**src/rtl/midi_pkg.sv**
```systemverilog
// midi_pkg: shared MIDI status constants, message-length decode and UART FSM states
package midi_pkg;
  localparam int MIDI_CLKS_PER_BIT = 1600;
  localparam logic [3:0] NOTE_OFF = 4'h8;
  localparam logic [3:0] NOTE_ON  = 4'h9;
  localparam logic [3:0] POLY_AT  = 4'hA;
  localparam logic [3:0] CC       = 4'hB;
  localparam logic [3:0] PROG     = 4'hC;
  localparam logic [3:0] CHAN_AT  = 4'hD;
  localparam logic [3:0] PITCH    = 4'hE;
  localparam logic [3:0] SYS      = 4'hF;
  typedef enum logic [1:0] {IDLE, START, DATA, STOP} tx_state_t;
  function automatic logic [1:0] midi_msg_len(input logic [7:0] status);
    return !status[7] ? 2'd0 :
           status[7:4] == SYS ? 2'd1 :
           (status[7:4] == PROG || status[7:4] == CHAN_AT) ? 2'd2 : 2'd3;
  endfunction
endpackage

```
**src/rtl/uart_tx_8n1.sv**
```systemverilog
// uart_tx_8n1: 8N1 byte serializer; a new byte may be loaded on the last stop-bit clock for gapless output
module uart_tx_8n1 import midi_pkg::*; #(
  parameter int CLKS_PER_BIT = MIDI_CLKS_PER_BIT
) (
  input  logic       clk,
  input  logic       reset,
  input  logic       start,
  input  logic [7:0] tx_byte,
  output logic       tx,
  output logic       done,
  output logic       ready,
  output logic       busy
);
  localparam int CW = $clog2(CLKS_PER_BIT);
  localparam logic [CW-1:0] LAST = CW'(CLKS_PER_BIT - 1);
  localparam logic [CW-1:0] PRE  = CW'(CLKS_PER_BIT - 2);
  tx_state_t state;
  logic [CW-1:0] cnt;
  logic [2:0] bitn;
  logic [7:0] sh;
  logic bit_end;
  assign bit_end = cnt == LAST;
  assign ready = state == IDLE || (state == STOP && bit_end);
  assign busy = state != IDLE;
  always_ff @(posedge clk or posedge reset) begin
    if (reset) begin
      state <= IDLE;
      cnt <= '0;
      bitn <= '0;
      sh <= '0;
      tx <= 1'b1;
      done <= 1'b0;
    end else begin
      done <= state == STOP && cnt == PRE;
      if (start && ready) begin
        state <= START;
        cnt <= '0;
        sh <= tx_byte;
        tx <= 1'b0;
      end else if (state != IDLE) begin
        cnt <= bit_end ? '0 : cnt + 1'b1;
        if (bit_end && state == START) begin
          state <= DATA;
          bitn <= '0;
          tx <= sh[0];
        end else if (bit_end && state == DATA) begin
          sh <= sh >> 1;
          bitn <= bitn + 1'b1;
          tx <= bitn == 3'd7 ? 1'b1 : sh[1];
          if (bitn == 3'd7) state <= STOP;
        end else if (bit_end) begin
          state <= IDLE;
        end
      end
    end
  end
endmodule

```
**src/rtl/midi_encoder.sv**
```systemverilog
// midi_encoder: sequences 1-3 byte MIDI messages with running status onto a 31250-baud 8N1 line
module midi_encoder import midi_pkg::*; #(
  parameter int CLKS_PER_BIT   = MIDI_CLKS_PER_BIT,
  parameter bit RUNNING_STATUS = 1'b1
) (
  input  logic       clk,
  input  logic       reset,
  input  logic       msg_valid,
  output logic       msg_ready,
  input  logic [7:0] msg_status,
  input  logic [7:0] msg_data1,
  input  logic [7:0] msg_data2,
  output logic       midi_tx,
  output logic       busy,
  output logic       byte_done,
  output logic       err_drop
);
  logic [7:0] p1, p2, rs, d1, d2, tx_byte;
  logic [1:0] rem, len;
  logic rs_valid, accept, skip, start, uart_ready;
  assign d1 = msg_data1 & 8'h7F;
  assign d2 = msg_data2 & 8'h7F;
  assign len = midi_msg_len(msg_status);
  assign msg_ready = uart_ready && rem == 2'd0;
  assign accept = msg_valid && msg_ready;
  // rs only ever holds channel statuses, so a match implies a channel message
  assign skip = RUNNING_STATUS && rs_valid && rs == msg_status;
  assign start = accept ? len != 2'd0 : rem != 2'd0;
  assign tx_byte = accept ? (skip ? d1 : msg_status) : p1;
  always_ff @(posedge clk or posedge reset) begin
    if (reset) begin
      p1 <= '0;
      p2 <= '0;
      rem <= '0;
      rs <= '0;
      rs_valid <= 1'b0;
      err_drop <= 1'b0;
    end else begin
      err_drop <= accept && len == 2'd0;
      if (accept && len != 2'd0) begin
        p1 <= skip ? d2 : d1;
        p2 <= d2;
        rem <= len - 2'd1 - {1'b0, skip};
        if (msg_status < 8'hF0) begin
          rs <= msg_status;
          rs_valid <= 1'b1;
        end else if (msg_status < 8'hF8) begin
          rs_valid <= 1'b0;
        end
      end else if (uart_ready && rem != 2'd0) begin
        p1 <= p2;
        rem <= rem - 2'd1;
      end
    end
  end
  uart_tx_8n1 #(.CLKS_PER_BIT(CLKS_PER_BIT)) u_tx (
    .clk(clk),
    .reset(reset),
    .start(start),
    .tx_byte(tx_byte),
    .tx(midi_tx),
    .done(byte_done),
    .ready(uart_ready),
    .busy(busy)
  );
endmodule

```
**config.mk**
```make
export PLATFORM = sky130hd
export DESIGN_NAME = midi_encoder
export DESIGN_NICKNAME = d
export VERILOG_FILES = /design/src/rtl/midi_pkg.sv /design/src/rtl/uart_tx_8n1.sv /design/src/rtl/midi_encoder.sv
export SDC_FILE = /design/constraint.sdc
export NUM_CORES = 1
export LEC_CHECK = 0
export BUFFER_PORTS_ARGS = -buffer_cell sky130_fd_sc_hd__buf_4
export CAP_MARGIN = 30
export CELL_PAD_IN_SITES_DETAIL_PLACEMENT = 0
export CELL_PAD_IN_SITES_GLOBAL_PLACEMENT = 2
export CORE_ASPECT_RATIO = 0.6
export CORE_UTILIZATION = 33
export CTS_CLUSTER_SIZE = 28
export DETAILED_ROUTE_END_ITERATION = 10
export GPL_TIMING_DRIVEN = 0
export PLACE_DENSITY_LB_ADDON = 0.05
export SLEW_MARGIN = 40
export SYNTH_ARGS = -nofsm -noshare
export SYNTH_HDL_FRONTEND = slang
export SYNTH_SLANG_ARGS = --single-unit
```
**constraint.sdc**
```tcl
create_clock -name clk -period 2.4 [get_ports clk]
set_clock_uncertainty 0.1 [all_clocks]
set_input_delay 0.24 -clock clk [delete_from_list [all_inputs] [get_ports clk]]
set_output_delay 0.24 -clock clk [all_outputs]
set_load 0.05 [all_outputs]
```
After elaboration in Yosys (flattened, before gate mapping)
Index checks and enable logic that the tools add are counted.
Widths: inputs -> output; s select.

storage, ports and cells
  input port bits = 27
  register bits after elaboration = 53
  output and inout bits = 5
  logic and storage cells = 97

cells by class
  equality and inequality tests = 12
  magnitude comparators = 2
  reduce and logical (&&, ||, !) cells = 32
  bitwise logic cells = 1
  muxes and demuxes = 33
  add/subtract/negate cells = 5

operators with widths
  operator               number
  $mux 8                 8
  $mux 11                3
  $eq 11x11->1 const B   2
  $mux 2                 10
  $lt 8x8->1 const B     2
  $reduce_bool 2->1      8
  $eq 4x4->1 const B     3
  $add 11x1->11 const B  1
  $logic_and 1x1->1      11
  $mux 1                 9
  $reduce_and 3->1       3
  $eq 8x8->1             1
  $mux 7                 1
  $logic_not 2->1        3
  $mux 3                 2
  $reduce_and 2->1       3
  $eq 2x2->1 const B     2
  $ne 4x2->1 const B     1
  $reduce_bool 4->1      1
  $sub 2x1->2 const B    2
  $add 3x1->3 const B    1
  $eq 3x3->1 const B     1
  $reduce_bool 3->1      1
  $eq 2x1->1 const B     1
  4 further kinds        5

Longest topological paths before layout
Gate-level depths: netlist (run 1).

  depth after elaboration = 10
  gate-level depth with buffers = 8
  mapped depth without buffers = 8

Modules after synthesis
A second synthesis (run 1) with hierarchy kept.

second synthesis, totals
  cell total of the unflattened synthesis = 310
  area total of the unflattened synthesis = 2,999.1 um^2

modules (own cells, without submodules)
  module        cells an instance  sequential area each (um^2)  times used  area each (um^2)
  midi_encoder  164                650.6                        1           1,580.3
  uart_tx_8n1   146                651.9                        1           1,418.9

Worst setup path after synthesis (run 1)
Ideal clock, no wire load.

  kind = register -> register
  start = reg u_tx.state[1]
  end = reg u_tx.sh[1]
  required time = 2,169 ps
  arrival time = 3,188 ps
  slack = -1,019 ps
  library setup time = 131 ps
  cell stages (with the launch flop) = 7
  buffers on the path = 1
  period minus slack after synthesis = 3,419 ps
  cells stage by stage = dfrtp_1 -> clkbuf_1 -> nor2_1 -> clkinv_1 -> a21boi_0 -> and2_1 -> a31oi_1

on the way
  elaborated cells on any way between the ends = 19
  classes of those cells = eq/ne (4); mux (3); reduce/logical (12)

RTL lines
  what                                line                source
  from (decl)                         uart_tx_8n1.sv:17   tx_state_t state;
  from (signal assigned)              uart_tx_8n1.sv:27   state <= IDLE;
  from (signal assigned)              uart_tx_8n1.sv:36   state <= START;
  from (signal assigned)              uart_tx_8n1.sv:43   state <= DATA;
  $reduce_bool 2->1                   --
  via busy                            midi_encoder.sv:14  output logic busy,
  $reduce_bool 2->1 (no source line)  --
  $reduce_and 3->1 (no source line)   --
  to (signal assigned)                uart_tx_8n1.sv:38   sh <= tx_byte;
  to (signal assigned)                uart_tx_8n1.sv:47   sh <= sh >> 1;
  to (decl)                           uart_tx_8n1.sv:20   logic [7:0] sh;

The timed path passes the listed nets, and every way through them passes these cells.
A chain may end at the register's enable or synchronous reset.

Worst setup path in the final report (run 1)
  start = reg u_tx.cnt[8]
  end = out msg_ready

on the way
  longest elaborated chain between the ends = 4

ends and longest elaborated chain
  what                    line                source
  from (decl)             uart_tx_8n1.sv:18   logic [CW-1:0] cnt;
  from (signal assigned)  uart_tx_8n1.sv:41   cnt <= bit_end ? '0 : cnt + 1'b1;
  $eq 11x11->1            uart_tx_8n1.sv:22   assign bit_end = cnt == LAST;
  $logic_and 1x1->1       uart_tx_8n1.sv:23   assign ready = state == IDLE || (state == STOP && bit_end);
  $logic_or 1x1->1        uart_tx_8n1.sv:23
  $logic_and 1x1->1       midi_encoder.sv:24  assign msg_ready = uart_ready && rem == 2'd0;
  to (decl)               midi_encoder.sv:9   output logic msg_ready,

Every way passes these cells.

==> results of run 1 <==
==> worst max-delay path: stages (launching register included) <==
cell and delay [ns]:
dfrtp_1 0.39, or4b_4 0.56, or4_4 0.57, a21boi_4 0.17, buf_6 0.18
==> cell usage after synthesis (all sizes together) (2+ instances only) <==
cell	number	area share, %
inv	7	0.87
ha	6	2.5
nand2	48	6.0
o31a	4	1.2
a211oi	2	0.66
dfrtp	51	42
mux2	5	1.9
nand2b	4	0.83
o31ai	5	1.2
mux2i	5	1.7
a21boi	4	1.5
o21a	10	2.5
nor2	7	0.87
xnor2	10	2.9
o32ai	4	1.2
and2	3	0.62
nor3	4	0.66
a31oi	14	2.9
and3	7	1.4
nor4	11	2.3
nor2b	3	0.62
o22ai	2	0.41
clkbuf	13	1.6
a22o	10	2.9
o21ai	33	6.3
nand4	3	0.62
nand3	13	2.2
o22a	2	0.58
xor2	2	0.58
nor4b	6	1.7
buf	5	1.9
==> flip-flops by register name, summed over array words and instances, names as in the netlist <==
| signal | cells |
|---|---|
| err_drop | 1 |
| p1 | 7 |
| p2 | 7 |
| rem | 2 |
| rs | 8 |
| rs_valid | 1 |
| u_tx.bitn | 3 |
| u_tx.cnt | 11 |
| u_tx.done | 1 |
| u_tx.sh | 8 |
| u_tx.state | 2 |
| u_tx.tx | 1 |
==> cells by family after synthesis <==
logic type / share of synthesized area (%)
buf+inv: 4.51
simple gates: 19.6
compound gates: 23.4
xor+xnor: 3.48
fa+ha+maj: 2.48
flops: 43.1
mux: 3.52
==> worst paths after layout <==
kind | startpoint | to | cells after the start
worst max-delay path | u_tx.cnt[8] | msg_ready | 4
worst min-delay path | msg_data2[6] | p2[6] | 3
worst max register to register | u_tx.cnt[8] | p1[5] | 7
worst min register to register | p2[6] | p2[6] | 2
max in group asynchronous | reset | u_tx.tx | 4
min in group asynchronous | reset | u_tx.cnt[10] | 3
==> per-layer routing <==
layer / routed length [µm] / vias up
met3: 511 / 8
li1: - / 1295
met2: 3570 / 63
met4: 80 / 0
met5: 0 / -
met1: 5310 / 1337
==> power breakdown <==
part	internal, mW	leakage, nW	switching, mW	total [mW]
Clock	0.446	0.0772	0.338	0.784
Sequential	1.19	0.657	0.249	1.43
Combinational	0.940	0.964	1.11	2.05
==> cell type report <==
type	count	area (µm²)
Buffer	14	118
Clock buffer	8	156
Fill cell	827	4660
Inverter	8	33.8
Multi-Input combinational cell	240	1820
Sequential cell	52	1300
Tap cell	112	140
Timing Repair Buffer	53	454
==> timing repair <==
action,in CTS,in global routing
hold endpoints to repair,15,0
setup endpoints to repair,46,40
setup buffers,16,5
hold buffers,1,0
gates cloned,3,0
resized for setup,28,34
pin swaps,7,14
==> flow_metrics.tcl, run 1 <==
set metrics [dict create \
    tritoncts "done" \
    drc 1 \
    worst_slack_ns -0.0987 \
    critPathLaunchType "flip-flop" \
    finalSetupViolCount 20 \
    grt_max_degree 38 \
    timing.critical_path.required_ns 2.06 \
    htree_levels 2 \
    via_count_of_the_first_global_routing_pass 2691 \
    vdd_ir_drop_max_v 0.000440 \
    drt-wirelength-per-cell_um 19.4 \
    clockRootBuffer "clkbuf_16" \
    cts_made_buffers 5 \
    die_w_um 126 \
    timing_worst_slew_pin_value_ns 0.610 \
    dp.final_hpwl_um 6590 \
    final_core_util_pct 46.3 \
    synth_nets 351 \
    global_route.usage.met3_pct 4.07 \
    maxCapViolations 0 \
    worstHoldPathType "in -> reg" \
    grt_busiest_layer "met1" \
    die_height_um 76.2 \
    syn-mean-instance-area_um2 9.51 \
    detailed_place.area_um2 3450 \
    grt_first_pass_wirelength_um 15400 \
    drv_slew 0 \
    dp.cells 460 \
    crit_fanout 4 \
    placeable_core_region_um2 8690 \
    failed_checks "design-rule violations, negative setup slack" \
    number_of_antenna_violations_at_the_first_check_in_global_routing 0 \
    met2_layer_usage_reported_by_global_route_pct 25.6 \
    synth.cell_area_um2 3020 \
    timing.final.crit_period_ns 2.50 \
    clk_pin_slew_ns 0.07 \
    fin_hold_ws_ns 0.0549 \
    layout.nets 407 \
    initial_core_util_pct 34.8 \
    drtIter0Drc 171 \
    core.rowCount 26 \
    pin_count 32 \
    finalPower_mw 4.27 \
    total_leakage_power_nw 1.70 \
    synth_enable_flop_cells 0 \
    tns_ns -0.734 \
    postRouteAntennaNets 0 \
    dp_worst_setup_slack_ns -0.517 \
    fmax_ghz 0.400 \
    ys.warnings.count 0 \
    ys_async_sr_fraction_pct 100 \
    status "complete, but fails checks" \
    io_buffers 29 \
    worstSetupEndpointType "primary output" \
    fp.dieArea_um2 9560 \
    cts-root-to-sink-buffers 2 \
    final_estimated_routing_congestion_in_global_placement 0.797 \
    yosys_most_used_dff "dfrtp_1" \
    postSynthRegisterBits 52 \
    power-per-cell-area_nw_per_um2 1060 \
    layout_worst_path_cycle_share_pct 104 \
    crit_arrival_ns 2.16 \
    post_synth_num_cell_types 53 \
    critPathKind "reg -> out" \
    mostFrequentLayoutCells "dfrtp_1 (51), buf_4 (43), nand2_1 (35), o21ai_0 (22), a31oi_1 (14)" \
    drt_wl_total_um 9470 \
    n_antenna_cell 0 \
    synth_cells 318 \
    route.vias.total 2703 \
    synth_seq_area_share_pct 43.1 \
    clock_latency_ns 0.30 \
    finalNonFillerCells 487 \
    grt_util_all_layers_pct 21.2 \
    final_cell_area_um2 4020 \
    layout_commonest_cell "dfrtp_1" \
    vias_per_cell 5.55 \
    reg2reg_slack_ns -0.05 \
    met1_track_demand_over_resource_pct 36.1 \
    cts_num_sinks 52 \
    maxSlewHeadroom_pct 59.4 \
    grt_setup_unrepaired "yes" \
    hold_viol_final 0 \
    first_pass_iters 7 \
    area_growth_syn_to_layout_pct 33.1 \
    global_route.overflow_total 0 \
    layout-drive-gt1-share_pct 33.3 \
]
Note: power is estimated with default switching activity, not from simulation.
==> run 2: changes to the inputs <==
CELL_PAD_IN_SITES_DETAIL_PLACEMENT = unset   (was 0)
CELL_PAD_IN_SITES_GLOBAL_PLACEMENT = unset   (was 2)
CORE_UTILIZATION = 53   (was 33)
==> run 2 against run 1 <==
The flow finishes with violations (negative setup slack). Wire length down 9.7%. Core utilization up 28 points. Sequential cell count unchanged. First-iteration DRC count up 90%. Count of clock-buffer cells in the layout down 2. Maximum frequency down 0.63%. Sequential share of layout area up 1.0 points. Non-clock buffer count down 4. Final cell count down 7.8%. Worst setup slack worse by 0.016 ns.
==> flow_metrics.tcl, run 2 (same netlist as run 1, synthesis figures left out) <==
set metrics [dict create \
    status "complete, but fails checks" \
    failed_checks "negative setup slack" \
    cp_slowest_cell "or4b_4" \
    crit_fanout 5 \
    drt-wirelength-per-cell_um 19.1 \
    maxCapViolations 0 \
    drv_slew 0 \
    hold_viol_final 0 \
    grt_util_all_layers_pct 28.6 \
    crit-reg2reg-capture "p1[2]" \
    area_growth_syn_to_layout_pct 29.0 \
    hold_end "p2[3]" \
    drt_wl_total_um 8560 \
    number_of_antenna_violations_at_the_first_check_in_global_routing 0 \
    fin_hold_ws_ns 0.0188 \
    drtIter0Drc 325 \
    cts_made_buffers 5 \
    timing_worst_slew_pin_value_ns 0.628 \
    power-per-cell-area_nw_per_um2 1040 \
    clock_latency_ns 0.31 \
    mostFrequentLayoutCells "dfrtp_1 (50), nand2_1 (39), buf_4 (39), o21ai_0 (22), a31oi_1 (14)" \
    global_route.overflow_total 0 \
    cp_common_cell "buf_12" \
    io_buffers 29 \
    reg2regPathDepth 8 \
    worstSetupEndpointType "flip-flop" \
    maxSlewHeadroom_pct 58.1 \
    finalPower_mw 4.07 \
    vias_per_cell 6.21 \
    core.rowCount 20 \
    finalSetupViolCount 19 \
    final_estimated_routing_congestion_in_global_placement 0.845 \
    reg2reg_slack_ns -0.11 \
    fp.dieArea_um2 6020 \
    layout.nets 404 \
    critPathLaunchType "flip-flop" \
    placeable_core_region_um2 5280 \
    die_height_um 60.5 \
    layout.filler_cells 404 \
    vdd_ir_drop_max_v 0.000602 \
    dp.final_hpwl_um 5700 \
    hold-path-cell-count 3 \
    cts_num_sinks 52 \
    critPathKind "reg -> reg" \
    largestRegisters "u_tx.cnt x11, rs x8, u_tx.sh x8" \
    largest_register_ffs 11 \
    first_pass_iters 5 \
    route.vias.total 2788 \
    fmax_ghz 0.398 \
    tritoncts "done" \
    max_flop_register "u_tx.cnt" \
    via_count_of_the_first_global_routing_pass 2432 \
    total_leakage_power_nw 1.65 \
    grt_max_degree 42 \
    n_antenna_cell 0 \
    drc 0 \
    hold_path.startpoint "msg_data2[3]" \
    layout_worst_path_cycle_share_pct 105 \
    worst_path_largest_cell_delay_ns 0.56 \
    finalNonFillerCells 449 \
    dp.cells 425 \
    pin_count 32 \
    layout_commonest_cell "dfrtp_1" \
    critical_path.reg2reg.startpoint "u_tx.cnt[8]" \
    timing.critical_path.required_ns 2.50 \
    worstHoldPathType "in -> reg" \
    die_w_um 99.5 \
    clk_pin_slew_ns 0.10 \
    grt_first_pass_wirelength_um 12800 \
    timing.final.crit_period_ns 2.51 \
    initial_core_util_pct 57.3 \
    critical_path.cell_chain "or4b_4 > or4_4 > a21boi_2 > buf_6 > buf_12 > buf_12 > o21ai_2 > a22o_1" \
    layout-drive-gt1-share_pct 31.5 \
    final_core_util_pct 73.9 \
    cts-root-to-sink-buffers 2 \
    htree_levels 2 \
    clockRootBuffer "clkbuf_8" \
    crit_arrival_ns 2.61 \
    worst_slack_ns -0.114 \
    grt_setup_unrepaired "yes" \
    postRouteAntennaNets 0 \
]
run 2: layer usage:
metal	global-route usage (%)	wire (µm)	up-vias
li1	-	-	1288
met1	45.6	4110	1341
met2	38.6	3530	136
met3	5.99	799	23
met4	7.14	118	0
met5	3.08	0	-
run 2: power breakdown:
group	internal, mW	switching [mW]	total, mW
sequential	1.18	0.226	1.41
combinational	0.915	1.13	2.05
clock	0.310	0.301	0.612
total	2.41	1.66	4.07
run 2: final cells by class:
cell class                 count  area (µm²)  share of cell area (%)
timing repair buffer          47         424                    10.9
sequential                    52        1300                    33.4
multi-input combinational    241        1810                    46.3
clock inverter                 2        35.0                   0.898
tap                           77        96.3                    2.47
inverter                       8        33.8                   0.866
buffer                        16         130                    3.33
clock buffer                   6        72.6                    1.86
run 2: worst max path at each step:
stage | start | end | depth (start not counted)
floorplan | u_tx.cnt[7] | rs[0] | 6
global placement | u_tx.state[1] | u_tx.cnt[9] | 8
detailed placement | u_tx.state[1] | u_tx.cnt[9] | 8
CTS | u_tx.cnt[8] | msg_ready | 4
global route | u_tx.cnt[8] | p1[1] | 8
finish | u_tx.cnt[8] | p1[2] | 8
run 2: per-stage QoR:
stage / cell area [µm²] / setup slack (ns) / TNS (ns)
after floorplan: 3070 / -0.0689 / -0.334
final: 3900 / -0.114 / -1.31
after CTS: 3740 / -0.146 / -2.67
after detailed placement: 3400 / -0.272 / -5.69
after global routing: 3900 / -0.159 / -2.45
after global placement: 3380 / -0.247 / -4.53
run 2: critical path, delay by kind of cell, from the launching register on:
kind / cells / cell delay, ns
compound gates: 3 / 0.41
buf+inv: 3 / 0.38
flops: 1 / 0.40
simple gates: 2 / 1.12
run 2: repair_timing:
item,in CTS,in global routing
hold endpoints to repair,11,0
pin swaps,7,18
setup buffers,11,3
hold buffers,1,0
gates cloned,3,1
setup endpoints to repair,42,37
gates resized for setup,20,36
